File: config.mk
export PLATFORM = sky130hd
export DESIGN_NAME = aes_campaign_ctrl
export DESIGN_NICKNAME = d
export VERILOG_FILES = /design/src/rtl/aes_campaign_ctrl.sv
export SDC_FILE = /design/constraint.sdc
export NUM_CORES = 1
export LEC_CHECK = 0
export CAP_MARGIN = 20
export CELL_PAD_IN_SITES_DETAIL_PLACEMENT = 1
export CELL_PAD_IN_SITES_GLOBAL_PLACEMENT = 2
export CORE_AREA = 2 2 317 319
export CTS_CLUSTER_DIAMETER = 60
export DETAILED_ROUTE_END_ITERATION = 8
export DIE_AREA = 0 0 319 321
export GPL_TIMING_DRIVEN = 1
export PLACE_DENSITY_LB_ADDON = 0.1
export SLEW_MARGIN = 40
export SYNTH_ARGS = -nofsm -noshare
export SYNTH_HDL_FRONTEND = slang
export SYNTH_SLANG_ARGS = --single-unit
File: constraint.sdc
create_clock -name CLK -period 21.8 [get_ports CLK]
set_clock_uncertainty 0.15 [all_clocks]
set_input_delay 3.27 -clock CLK [delete_from_list [all_inputs] [get_ports CLK]]
set_output_delay 3.27 -clock CLK [all_outputs]
set_load 0.05 [all_outputs]
File: src/rtl/aes_campaign_ctrl.sv
// Campaign sequencer: loads key/seed into a Custom_AES core, runs N chained encryptions
// and scores each ciphertext against an external expected-value memory (AES_TRACE_EN adds first-mismatch trace).
module aes_campaign_ctrl #(
    parameter int DATA_W    = 128,
    parameter int ITER_W    = 10,
    parameter int KDRDY_CYC = 2,
    parameter int TMO_CYC   = 64
) (
    input  logic              CLK,
    input  logic              RST,
    input  logic              start,
    input  logic [ITER_W-1:0] n_iter,
    input  logic [DATA_W-1:0] key,
    input  logic [DATA_W-1:0] seed,
    input  logic [1:0]        fault_mode,
    output logic              aes_en,
    output logic [DATA_W-1:0] aes_kin,
    output logic [DATA_W-1:0] aes_din,
    output logic              aes_kdrdy,
    input  logic [DATA_W-1:0] aes_dout,
    input  logic              aes_dvld,
    output logic [ITER_W-1:0] exp_addr,
    input  logic [DATA_W-1:0] exp_data,
    output logic              busy,
    output logic              done,
    output logic [ITER_W-1:0] iter_cnt,
    output logic [ITER_W-1:0] mis_cnt,
    output logic [1:0]        fault_tag,
    output logic              tmo_flag
`ifdef AES_TRACE_EN
    ,
    output logic [ITER_W-1:0] mis_first,
    output logic              mis_seen
`endif
);

    localparam logic [2:0] S_IDLE  = 3'd0;
    localparam logic [2:0] S_LOAD  = 3'd1;
    localparam logic [2:0] S_WAIT  = 3'd2;
    localparam logic [2:0] S_CHECK = 3'd3;
    localparam logic [2:0] S_CHAIN = 3'd4;
    localparam logic [2:0] S_FIN   = 3'd5;

    localparam int KW = (KDRDY_CYC > 1) ? $clog2(KDRDY_CYC) : 1;
    localparam int TW = (TMO_CYC > 1) ? $clog2(TMO_CYC) : 1;

    logic [2:0]        state_q, state_d;
    logic [DATA_W-1:0] key_q, key_d;
    logic [DATA_W-1:0] din_q, din_d;
    logic [DATA_W-1:0] dout_q;
    logic [ITER_W-1:0] n_iter_q, n_iter_d;
    logic [ITER_W-1:0] iter_q, iter_d;
    logic [ITER_W-1:0] mis_q, mis_d;
    logic [ITER_W-1:0] iter_inc;
    logic [1:0]        tag_q, tag_d;
    logic              tmo_q, tmo_d;
    logic [KW-1:0]     kcnt_q, kcnt_d;
    logic [TW-1:0]     tcnt_q, tcnt_d;
`ifdef AES_TRACE_EN
    logic [ITER_W-1:0] first_q, first_d;
    logic              seen_q, seen_d;
`endif

    function automatic logic [ITER_W-1:0] sat_inc(input logic [ITER_W-1:0] v);
        return (&v) ? v : v + 1'b1;
    endfunction

    assign iter_inc = iter_q + 1'b1;

    always_comb begin
        state_d  = state_q;
        key_d    = key_q;
        din_d    = din_q;
        n_iter_d = n_iter_q;
        iter_d   = iter_q;
        mis_d    = mis_q;
        tag_d    = tag_q;
        tmo_d    = tmo_q;
        kcnt_d   = kcnt_q;
        tcnt_d   = tcnt_q;
`ifdef AES_TRACE_EN
        first_d  = first_q;
        seen_d   = seen_q;
`endif
        case (state_q)
            S_IDLE: begin
                if (start) begin
                    iter_d = '0;
                    mis_d  = '0;
                    tmo_d  = 1'b0;
                    tag_d  = fault_mode;
`ifdef AES_TRACE_EN
                    first_d = '0;
                    seen_d  = 1'b0;
`endif
                    if (n_iter != '0) begin
                        key_d    = key;
                        din_d    = seed;
                        n_iter_d = n_iter;
                        kcnt_d   = '0;
                        state_d  = S_LOAD;
                    end else begin
                        state_d  = S_FIN;
                    end
                end
            end
            S_LOAD: begin
                if (kcnt_q == KW'(KDRDY_CYC - 1)) begin
                    tcnt_d  = '0;
                    state_d = S_WAIT;
                end else begin
                    kcnt_d = kcnt_q + 1'b1;
                end
            end
            S_WAIT: begin
                if (aes_dvld) begin
                    state_d = S_CHECK;
                end else if (tcnt_q == TW'(TMO_CYC - 1)) begin
                    tmo_d   = 1'b1;
                    state_d = S_FIN;
                end else begin
                    tcnt_d = tcnt_q + 1'b1;
                end
            end
            S_CHECK: begin
                iter_d = iter_inc;
                if (dout_q != exp_data) begin
                    mis_d = sat_inc(mis_q);
`ifdef AES_TRACE_EN
                    if (!seen_q) begin
                        first_d = iter_q;
                        seen_d  = 1'b1;
                    end
`endif
                end
                state_d = (iter_inc == n_iter_q) ? S_FIN : S_CHAIN;
            end
            // exp_addr already tracks the new iter_cnt here, giving memory a cycle before the next CHECK
            S_CHAIN: begin
                din_d   = dout_q;
                kcnt_d  = '0;
                state_d = S_LOAD;
            end
            S_FIN:   state_d = S_IDLE;
            default: state_d = S_IDLE;
        endcase
    end

    always_ff @(posedge CLK) begin
        if (RST) begin
            state_q  <= S_IDLE;
            key_q    <= '0;
            din_q    <= '0;
            n_iter_q <= '0;
            iter_q   <= '0;
            mis_q    <= '0;
            tag_q    <= '0;
            tmo_q    <= 1'b0;
            kcnt_q   <= '0;
            tcnt_q   <= '0;
`ifdef AES_TRACE_EN
            first_q  <= '0;
            seen_q   <= 1'b0;
`endif
        end else begin
            state_q  <= state_d;
            key_q    <= key_d;
            din_q    <= din_d;
            n_iter_q <= n_iter_d;
            iter_q   <= iter_d;
            mis_q    <= mis_d;
            tag_q    <= tag_d;
            tmo_q    <= tmo_d;
            kcnt_q   <= kcnt_d;
            tcnt_q   <= tcnt_d;
`ifdef AES_TRACE_EN
            first_q  <= first_d;
            seen_q   <= seen_d;
`endif
        end
    end

    // Ciphertext holding register is pure datapath and needs no reset.
    always_ff @(posedge CLK) begin
        if (state_q == S_WAIT && aes_dvld) begin
            dout_q <= aes_dout;
        end
    end

    assign busy      = (state_q == S_LOAD) || (state_q == S_WAIT) ||
                       (state_q == S_CHECK) || (state_q == S_CHAIN);
    assign aes_en    = busy;
    assign aes_kdrdy = (state_q == S_LOAD);
    assign done      = (state_q == S_FIN);
    assign aes_kin   = key_q;
    assign aes_din   = din_q;
    assign exp_addr  = iter_q;
    assign iter_cnt  = iter_q;
    assign mis_cnt   = mis_q;
    assign fault_tag = tag_q;
    assign tmo_flag  = tmo_q;
`ifdef AES_TRACE_EN
    assign mis_first = first_q;
    assign mis_seen  = seen_q;
`endif

endmodule

==> impl_metrics.ini <==
[run_status]
status = completed

[timing]
grt_setup_unrepaired = no
post-route-min-period_ns = 6.34
final-hold-violation-count = 0
timing.final.ws_setup_ns = 15.46
tns_ns = 0
worst_pin_slew_ns = 0.803
finalSetupViolCount = 0
slew_headroom = 0.461
timing.final.crit_share = 0.291
slew_violations = 0
max_freq_ghz = 0.158

[die]
ios = 821
dieArea_sq_mm = 0.102
die_y_microns = 321
core_sq_mm = 0.0993
rows = 116
start_util = 0.174
die_width_microns = 319

[critical_path]
worstSetupPathType = reg2out
path_cells = nor2_1 > xnor2_1 > clkdlybuf4s50_1
crit_slowest_cell = clkdlybuf4s50_1
required_ns = 18.38
worst_path_largest_cell_delay_ns = 0.90
worst_setup_path_start_kind = flip-flop
cp_data_arrival_time_ns = 2.92
reg2reg_slack_ns = 18.06
end_kind = output pin
cp-startpoint = state_q[0]$_SDFFE_PP0P_
crit_buf_inv = 1
cpLargestDelayFamily = buffers and inverters
cp_max_fo = 14
reg2reg_from = state_q[2]$_SDFFE_PP0P_
reg2reg_depth = 6
path_depth = 3

[global_routing]
grt_max_degree = 91
grt_pass1_wl_microns = 139000
gr-total-overflow = 0
grtUsageTotal = 0.191
grt_pass1_vias = 18000
grt_antenna_before_repair = 47

[synth]
avgSynthCellArea_sq_um = 9.35
ys_seq_area_frac = 0.569
mappedNetlistNets = 2379
synth_area_leaders = dfxtp_1 35%, edfxtp_1 22%, nand2_1 12%, xnor2_1 7.0%, a311oi_1 6.5%
synth_top_area_cell = dfxtp_1
synth_most_common_cell = nand2_1
synth-edff-count = 128
synth_commonest_cells = 543 x nand2_1, 299 x dfxtp_1, 167 x nor2_1
syn-instance-count = 1848
ys_ff_latch = 427
synth_warnings = 0
ys.flop_type = dfxtp_1
yosysUniqueCellTypes = 54
synth_top_area_frac = 0.346
syn_area_sq_mm = 0.0173
ys_async_sr_fraction = 0

[placement]
dp_hpwl_microns = 77700
place_ws_ns = 15.03
globalplace.congestion = 0.833
io_buffers = 820

[drt]
finalWirelength_microns = 101000
final_antenna_net_count = 0
drt_iter0_drc = 599
post-route-drc-count = 0
routedWlPerCell_microns = 25.2
avgViaCountPerCell = 4.23
vias = 16900
first_pass_iters = 4

[clocking]
cts-hold-fix-buffers = 0
cts_sinks = 427
cts_setup_buffers = 0
clock_latency_ns = 0.63
htree_levels = 3
cts_resized = 0
cts-root-buf = clkbuf_16
cts_buffers = 72
cts_tree = yes
clkTransAtPathRegs_ns = 0.05
clockBufferDepth = 3

[pwr]
vdd.ir_drop.worst_uv = 46.4
leakagePower_nw = 10.1
p_per_area_mw_per_mm2 = 111

[finish]
syn_to_final_growth_pct = 69.6
multiInputGateArea_sq_mm = 0.00690
final_layout_size_suffix_gt1_frac = 0.0560
layout.nets = 3151
regArea_sq_mm = 0.00983
fillers = 11300

[worst_hold_path]
hold_path.class = reg2reg
min-delay-start = aes_kin[69]$_SDFFE_PP0P_
hold_path_depth = 2

[run]
max-cap-violations = 0
-- area by class of cell --
class / count / area share
multi-input combinational: 1282 / 0.235
antenna: 24 / 0.00205
tap: 1298 / 0.0554
clock buffer: 96 / 0.0717
inverter: 3 / 0.000384
timing repair buffer: 834 / 0.286
clock inverter: 35 / 0.0139
sequential: 427 / 0.335
-- state kept, by name, summed over array words and instances, names as in the netlist --
signal and flops:
n_iter_q 10, mis_cnt 10, fault_tag 2, aes_kin 128, aes_din 128, kcnt_q 1
tmo_flag 1, tcnt_q 6, dout_q 128, state_q 3, exp_addr 10
-- cell families (layout without fill, tap and decap cells) --
logic type / Yosys count / after routing / share of synthesized area
XOR/XNOR: 150 / 150 / 0.0764
other: 0 / 24 / 0
AND/OR/NAND/NOR: 808 / 808 / 0.191
buffers and inverters: 139 / 968 / 0.0353
adder cells (fa/ha/maj): 3 / 3 / 0.00217
multiplexers: 5 / 5 / 0.00290
AO/OA/AOI/OAI: 316 / 316 / 0.123
flip-flops: 427 / 427 / 0.569
-- metal layers --
layer	GRT usage	wire length (microns)	vias to the layer above
li1	-	-	7952
met2	0.323	48400	662
met1	0.214	39700	8084
met5	0	225	-
met3	0.0781	9180	163
met4	0.0774	3260	36
-- layout by cell type, fill, tap and decap left out, types with 24 or more instances in the layout --
master / count
nor2_1: 165
edfxtp_1: 128
xnor2_1: 139
dfxtp_1: 299
nand2_1: 541
clkdlybuf4s50_1: 818
diode_2: 24
nand4_1: 37
a311oi_1: 128
a21oi_1: 153
clkbuf_16: 80
-- worst reg2reg max path: cells and delay by family (launching register included) --
family | cells | cell delay [ns]
compound gates | 1 | 0.33
buf+inv | 2 | 1.31
flops | 1 | 0.72
simple gates | 3 | 1.13
-- final timing paths --
check / to
hold reg to reg: aes_kin[69]$_SDFFE_PP0P_
setup / recovery: busy
hold / removal: aes_kin[69]$_SDFFE_PP0P_
setup reg to reg: aes_din[86]$_SDFFE_PP0P_
-- report_power, final --
part	switching, mW	leakage [nW]	internal, mW
clock	0.438	1.23	0.773
combinational	0.678	5.26	0.349
sequential	0.0748	3.61	0.933
total	1.19	10.1	2.06
-- per-stage QoR --
| step | utilization | std cells | total power, mW | cell area, sq um | hold slack [ns] |
|---|---|---|---|---|---|
| final | 0.295 | 3999 | 3.25 | 29300 | 0.302 |
| after global routing | 0.295 | 3994 | 3.40 | 29300 | 0.322 |
| after CTS | 0.295 | 3975 | 3.31 | 29200 | 0.304 |
| after detailed placement | 0.269 | 3844 | 2.07 | 26700 | 0.297 |
| after global placement | 0.269 | 3843 | 2.05 | 26700 | 0.292 |
| after floorplan | - | 1848 | 1.62 | 17300 | 0.295 |
(Power assumes the default switching activity.)
